--- src/rtl/cpu_pkg.sv ---
// Shared definitions for the 5-stage pipeline: PC source codes,
// bubble word and IF-stage state encoding.
package cpu_pkg;

    localparam logic [1:0] PCS_SEQ = 2'b00;
    localparam logic [1:0] PCS_BR  = 2'b01;
    localparam logic [1:0] PCS_JR  = 2'b10;
    localparam logic [1:0] PCS_J   = 2'b11;

    localparam logic [31:0] NOP_INST = 32'h0000_0000;

    localparam logic [0:0] ST_RUN = 1'b0;
    localparam logic [0:0] ST_RDR = 1'b1;

endpackage

--- src/rtl/mux4x32.sv ---
// 4-to-1 32-bit multiplexer cell.
module mux4x32 (
    input  logic [31:0] d0,
    input  logic [31:0] d1,
    input  logic [31:0] d2,
    input  logic [31:0] d3,
    input  logic [1:0]  s,
    output logic [31:0] y
);

    always_comb begin
        unique case (s)
            2'b00:   y = d0;
            2'b01:   y = d1;
            2'b10:   y = d2;
            default: y = d3;
        endcase
    end

endmodule

--- src/rtl/pipe_if_stage.sv ---
// Instruction fetch stage with IF/ID pipeline register, MIPS delay slot,
// ready-handshaked instruction memory and pending-redirect holding.
module pipe_if_stage #(
    parameter logic [31:0] RESET_PC = 32'h0000_0000,
    parameter logic [31:0] NOP_INST = 32'h0000_0000
) (
    input  logic        clock,
    input  logic        resetn,
    input  logic [1:0]  pcsource,
    input  logic [31:0] bpc,
    input  logic [31:0] da,
    input  logic [31:0] jpc,
    input  logic        wpcir,
    output logic [31:0] imem_addr,
    input  logic [31:0] imem_rdata,
    input  logic        imem_ready,
    output logic [31:0] pc,
    output logic [31:0] dpc4,
    output logic [31:0] inst,
    output logic        inst_valid
);

    import cpu_pkg::*;

    logic [31:0] pc4;
    logic [31:0] npc;
    logic [31:0] rpc;
    logic [0:0]  state;
    logic        redirect;

    assign pc4       = pc + 32'd4;
    assign imem_addr = pc;
    assign redirect  = wpcir & (pcsource != PCS_SEQ);

    mux4x32 u_npc_mux (
        .d0 (pc4),
        .d1 (bpc),
        .d2 (da),
        .d3 (jpc),
        .s  (pcsource),
        .y  (npc)
    );

    always_ff @(posedge clock or negedge resetn) begin
        if (!resetn) begin
            pc         <= RESET_PC;
            rpc        <= RESET_PC;
            inst       <= NOP_INST;
            dpc4       <= 32'h0;
            inst_valid <= 1'b0;
            state      <= ST_RUN;
        end else if (wpcir) begin
            if (imem_ready) begin
                inst       <= imem_rdata;
                dpc4       <= pc4;
                inst_valid <= 1'b1;
                pc         <= (state == ST_RDR) ? rpc : npc;
                state      <= ST_RUN;
            end else begin
                inst       <= NOP_INST;
                inst_valid <= 1'b0;
                // Outstanding fetch is the delay slot; park the target.
                if (redirect && state == ST_RUN) begin
                    rpc   <= npc;
                    state <= ST_RDR;
                end
            end
        end
    end

    // ID holds a bubble while a redirect is pending, so none may arrive.
    a_no_double_redirect : assert property (
        @(posedge clock) disable iff (!resetn)
        !(state == ST_RDR && wpcir && imem_ready && redirect)
    );

endmodule
--- config.mk ---
export PLATFORM = sky130hd
export DESIGN_NAME = pipe_if_stage
export DESIGN_NICKNAME = d
export VERILOG_FILES = /design/src/rtl/cpu_pkg.sv /design/src/rtl/mux4x32.sv /design/src/rtl/pipe_if_stage.sv
export SDC_FILE = /design/constraint.sdc
export NUM_CORES = 1
export LEC_CHECK = 0
export BUFFER_PORTS_ARGS = -buffer_cell sky130_fd_sc_hd__buf_2
export CAP_MARGIN = 20
export CORE_AREA = 2 2 126 128
export DETAILED_ROUTE_END_ITERATION = 10
export DIE_AREA = 0 0 128 130
export PLACE_DENSITY = 0.79
export SYNTH_ARGS = -nofsm -noshare
export SYNTH_HDL_FRONTEND = slang
export SYNTH_SLANG_ARGS = --single-unit
--- constraint.sdc ---
create_clock -name clock -period 1.9 [get_ports clock]
set_input_delay 0.095 -clock clock [delete_from_list [all_inputs] [get_ports clock]]
set_output_delay 0.095 -clock clock [all_outputs]
set_load 0.02 [all_outputs]
==> Word-level counts from Yosys, hierarchy flattened <==
Index checks and enable logic that the tools add are counted.
{ "word_totals": {"regBits": 130, "inputBits": 134, "out_inout_bits": 129, "elab_cells": 25} }
{ "op_classes": {"addsub": 1, "eq_ne": 2, "mux": 6, "bitwise": 3, "n_reduce_logical": 7} }
{ "op_table": {"columns": ["op", "n"], "rows": [
  ["$pmux 32 s3", 1],
  ["$mux 32", 2],
  ["$add 32x3->32 const B", 1],
  ["$reduce_and 2->1", 2],
  ["$reduce_bool 2->1", 2],
  ["$mux 1", 3],
  ["$reduce_and 3->1", 1],
  ["$eq 2x1->1 const B", 1],
  ["$eq 2x2->1 const B", 1],
  ["$logic_not 2->1", 1],
  ["$not 1->1", 2],
  ["$and 1x1->1", 1],
  ["$logic_and 1x1->1", 1]
]} }

==> Depth between registers and ports, before layout <==
{ "depth": {"depth_word": 5, "depth_mapped": 8, "depth_no_buf": 7} }

==> Cells and area by module <==
From an unflattened synthesis, not the netlist that was laid out.
{ "unflattened": {"hier_cells": 639, "hier_area_um2": 6917.9} }
{ "by_module_without_submodules": {"columns": ["mod", "instances", "cells_each", "area_each_um2", "seq_area_each_um2"], "rows": [
  ["pipe_if_stage", 1, 600, 6103.4, 3253.1],
  ["mux4x32", 1, 39, 814.5, 0.0]
]} }

==> Worst setup path before layout <==
Ideal clock, no wire load.
{ "synth_timing": {"path_kind": "register to register", "from": "reg pc[2] (netlist: imem_addr[2])", "to": "reg rpc[26]", "setup_time_ps": 76, "arrival_time_ps": 2120, "required_ps": 1824, "path_slack_ps": -296, "path_stages_with_launch": 8, "path_buffers": 0, "synth_period_minus_slack_ps": 2196, "cell_sequence": "dfrtp_1 > ha_1 > nand4_1 > nor4_4 > nand3_2 > xor2_1 > a221o_1 > o21ai_1"} }
{ "synth_via": {"elab_chain_cells": 2} }
{ "synth_rtl": {"columns": ["item", "line", "source"], "rows": [
  ["start: declaration", "pipe_if_stage.sv:17", "output logic [31:0] pc,"],
  ["start signal: assignment", "pipe_if_stage.sv:57", "pc <= (state == ST_RDR) ? rpc : npc;"],
  ["$add 32x3->32", "pipe_if_stage.sv:31", "assign pc4 = pc + 32'd4;"],
  ["$pmux 32 s3", "mux4x32.sv:12", "unique case (s)"],
  ["end signal: assignment", "pipe_if_stage.sv:64", "rpc <= npc;"],
  ["end: declaration", "pipe_if_stage.sv:27", "logic [31:0] rpc;"]
]} }
Every way passes these cells.
A chain may end at the register's enable or synchronous reset.

==> Worst setup path in the final report <==
{ "layout_timing": {"from": "reg pc[3] (netlist: imem_addr[3])", "to": "reg rpc[8]"} }
The elaborated chain is that of the path after synthesis.

==> flow_metrics.tcl <==
set metrics [dict create \
    outcome "finished, violations left" \
    ys_warn_count 0 \
    wl_met2_mm 10.6 \
    cts-root-buf "clkbuf_16" \
    slew_headroom_pct 61.2 \
    min_path_type "input pin to flip-flop" \
    period_share_pct 106 \
    worstMarginPinSlew_ns 0.581 \
    skew_ns 0.0106 \
    crit_fanout 3 \
    final_cells 1238 \
    dr.max_layer_used "met5" \
    die_h_um 130 \
    synth_fp_nets 869 \
    worstSetupPathType "flip-flop to flip-flop" \
    drive_gt1_share_pct 40.3 \
    grt_pass1_wl_mm 33.3 \
    avgSynthCellArea_um2 9.21 \
    synth-async-reset-ratio_pct 100 \
    regArea_um2 3260 \
    hold_viol_final 0 \
    utilization_pct 62.3 \
    die_x_um 128 \
    drt-met1-wl_mm 8.84 \
    area_growth_pct 42.3 \
    die-area_um2 16600 \
    dp_hpwl_mm 15.5 \
    antenna_found_initial 1 \
    clkLatencyLatePin_ns 0.42 \
    vias 6578 \
    cts.clk_slew.worst_paths_ns 0.06 \
    num_antenna_cells 0 \
    pwr-share-comb_pct 32.7 \
    clockBufferDepth 2 \
    grt_setup_unrepaired "yes" \
    setup_slack_ns -0.114 \
    drt-initial-drc-count 420 \
    p_clk_share_pct 32.3 \
    final_cell_mix "buf_2, dfrtp_1, o21ai_0, nand2_1, buf_4" \
    portBuffers 262 \
    cts_made_buffers 17 \
    synth_cells 734 \
    wl_per_cell_um 17.7 \
    crit_required_ns 2.21 \
    switching_share_pct 35.0 \
    maxCapViolCount 0 \
    place_inst 1169 \
    fmax_ghz 0.496 \
    place.gp.congestion 0.860 \
    via_per_inst 5.31 \
    ys_seq_elements 130 \
    nets 1169 \
    arrival_ns 2.32 \
    synth-edff-count 0 \
    violations "negative setup slack" \
    min_period_ns 2.01 \
    slew_violations 0 \
    cts_tree "done" \
    core-area_um2 15400 \
    grt_pass1_vias 6238 \
    powerDensity_nw_per_um2 1110 \
    fillCellCount 1233 \
    layout_commonest_cell "buf_2" \
    seq_power_share_pct 35.0 \
    worstSetupEndpointType "flip-flop" \
    routed_wl_mm 22.0 \
    critPathLaunchType "flip-flop" \
    post-place-ws_ns -0.171 \
    synth_seq_area_share_pct 48.1 \
    io_pins 263 \
    p_switching_w 0.00375 \
    internal_power_w 0.00697 \
    drc 0 \
    ys.flop_type "dfrtp_1" \
    grt_overflow 0 \
    vdd_drop_max_mv 0.643 \
    multi_input_area_um2 3120 \
    dr.pass1.iters 5 \
    setup_viol 9 \
    antenna_left 0 \
    ctsHtreeMaxLevel 4 \
    syn-cell-area_um2 6760 \
    synth.distinct_cells 46 \
    grt_max_degree 65 \
    fin_setup_tns_ns -0.312 \
    met3_wirelength_mm 1.89 \
    grtUsageTotal_pct 26.1 \
    cts.sinks 130 \
    start_util_pct 43.8 \
    leakage_nw 4.85 \
    rows 46 \
]
power groups by stage:
stage	Clock, W	Sequential [W]	Combinational, W
after floorplan	0	0.00431	0.00151
after global placement	0	0.00374	0.00325
after detailed placement	0	0.00376	0.00331
after CTS	0.00351	0.00373	0.00343
after global routing	0.00363	0.00383	0.00378
final	0.00346	0.00375	0.00350
area by class of cell:
| class | count | share of cell area, % |
|---|---|---|
| flip-flops and latches | 130 | 33.9 |
| clock buffers | 18 | 4.57 |
| repair buffers | 363 | 23.2 |
| well taps | 192 | 2.50 |
| clock inverters | 13 | 1.93 |
| multi-input cells | 484 | 32.5 |
| inverters | 38 | 1.48 |
final timing paths:
path,from,to,slack (ns),depth (start not counted)
worst min-delay path,imem_rdata[11],inst[11],0.01,3
min in group asynchronous,resetn,inst[0],0.21,2
max in group asynchronous,resetn,dpc4[21],1.04,3
worst max-delay path,imem_addr[3],rpc[8],-0.11,7
worst min register to register,dpc4[21],dpc4[21],0.47,2
worst max register to register,imem_addr[3],rpc[8],-0.11,7
metal layers:
| layer | track usage, % | vias up |
|---|---|---|
| li1 | - | 3099 |
| met1 | 32.3 | 3096 |
| met2 | 44.0 | 330 |
| met3 | 7.13 | 51 |
| met4 | 9.89 | 2 |
| met5 | 0 | - |
flip-flops by register name, indices dropped and copies added (netlist names):
register and flops:
dpc4 32, inst_valid 1, state 1, inst 32
imem_addr 32, rpc 32
per-stage QoR:
step	total power [W]	area, um2	hold slack, ns
floorplan	0.00582	6780	-0.201
global placement	0.00699	8440	0.0864
detailed placement	0.00707	8440	0.0920
CTS	0.0107	9490	0.000272
global route	0.0112	9620	0.0199
finish	0.0107	9620	0.0129
synth_stat cells (3+ instances only):
master / instances / area share (%)
o22ai_1: 3 / 0.28
a21o_1: 4 / 0.44
nand2_1: 106 / 5.9
o21ai_1: 8 / 0.59
nor2_1: 30 / 1.7
a211o_1: 4 / 0.52
nand3_1: 50 / 3.7
o21ai_0: 111 / 8.2
a21oi_1: 25 / 1.9
mux2_2: 14 / 2.3
nor2b_1: 3 / 0.28
and3_1: 18 / 1.7
a221o_1: 3 / 0.44
clkbuf_1: 39 / 2.2
a22oi_1: 5 / 0.56
mux4_2: 9 / 3.0
inv_1: 38 / 2.1
o22a_1: 5 / 0.65
nand4_1: 9 / 0.83
dfrtp_1: 130 / 48
xnor2_1: 15 / 1.9
a311o_1: 3 / 0.44
xor2_1: 13 / 1.7
mux2i_1: 19 / 2.8
buf_4: 34 / 3.8
buf_2: 7 / 0.52
o21a_1: 3 / 0.33
o221ai_1: 3 / 0.39
nand2b_1: 3 / 0.28
what timing repair did:
item                                   CTS  global route
setup buffers                            3             3
pin swaps                                4            13
endpoints found under the hold margin   83             0
gates resized for setup                 17            25
setup endpoints to repair               25            31
hold buffers                            32             0
worst max-delay path, stage by stage (launching register included):
cell and delay, ns:
dfrtp_2 0.39, ha_4 0.14, nand4_1 0.20, buf_6 0.22, nor2_4 0.10, xor2_2 0.08, mux4_2 0.49, mux2_4 0.30
cell families after synthesis:
group | Yosys count | synth area share [%]
AOI/OAI and AO/OA | 180 | 15.1
xor gates and xnor gates | 28 | 3.63
adders and majority gates | 1 | 0.185
buffers and inverters | 120 | 8.68
DFF | 130 | 48.1
muxes | 42 | 8.14
and+or+nand+nor | 233 | 16.1
(Power assumes the default switching activity.)
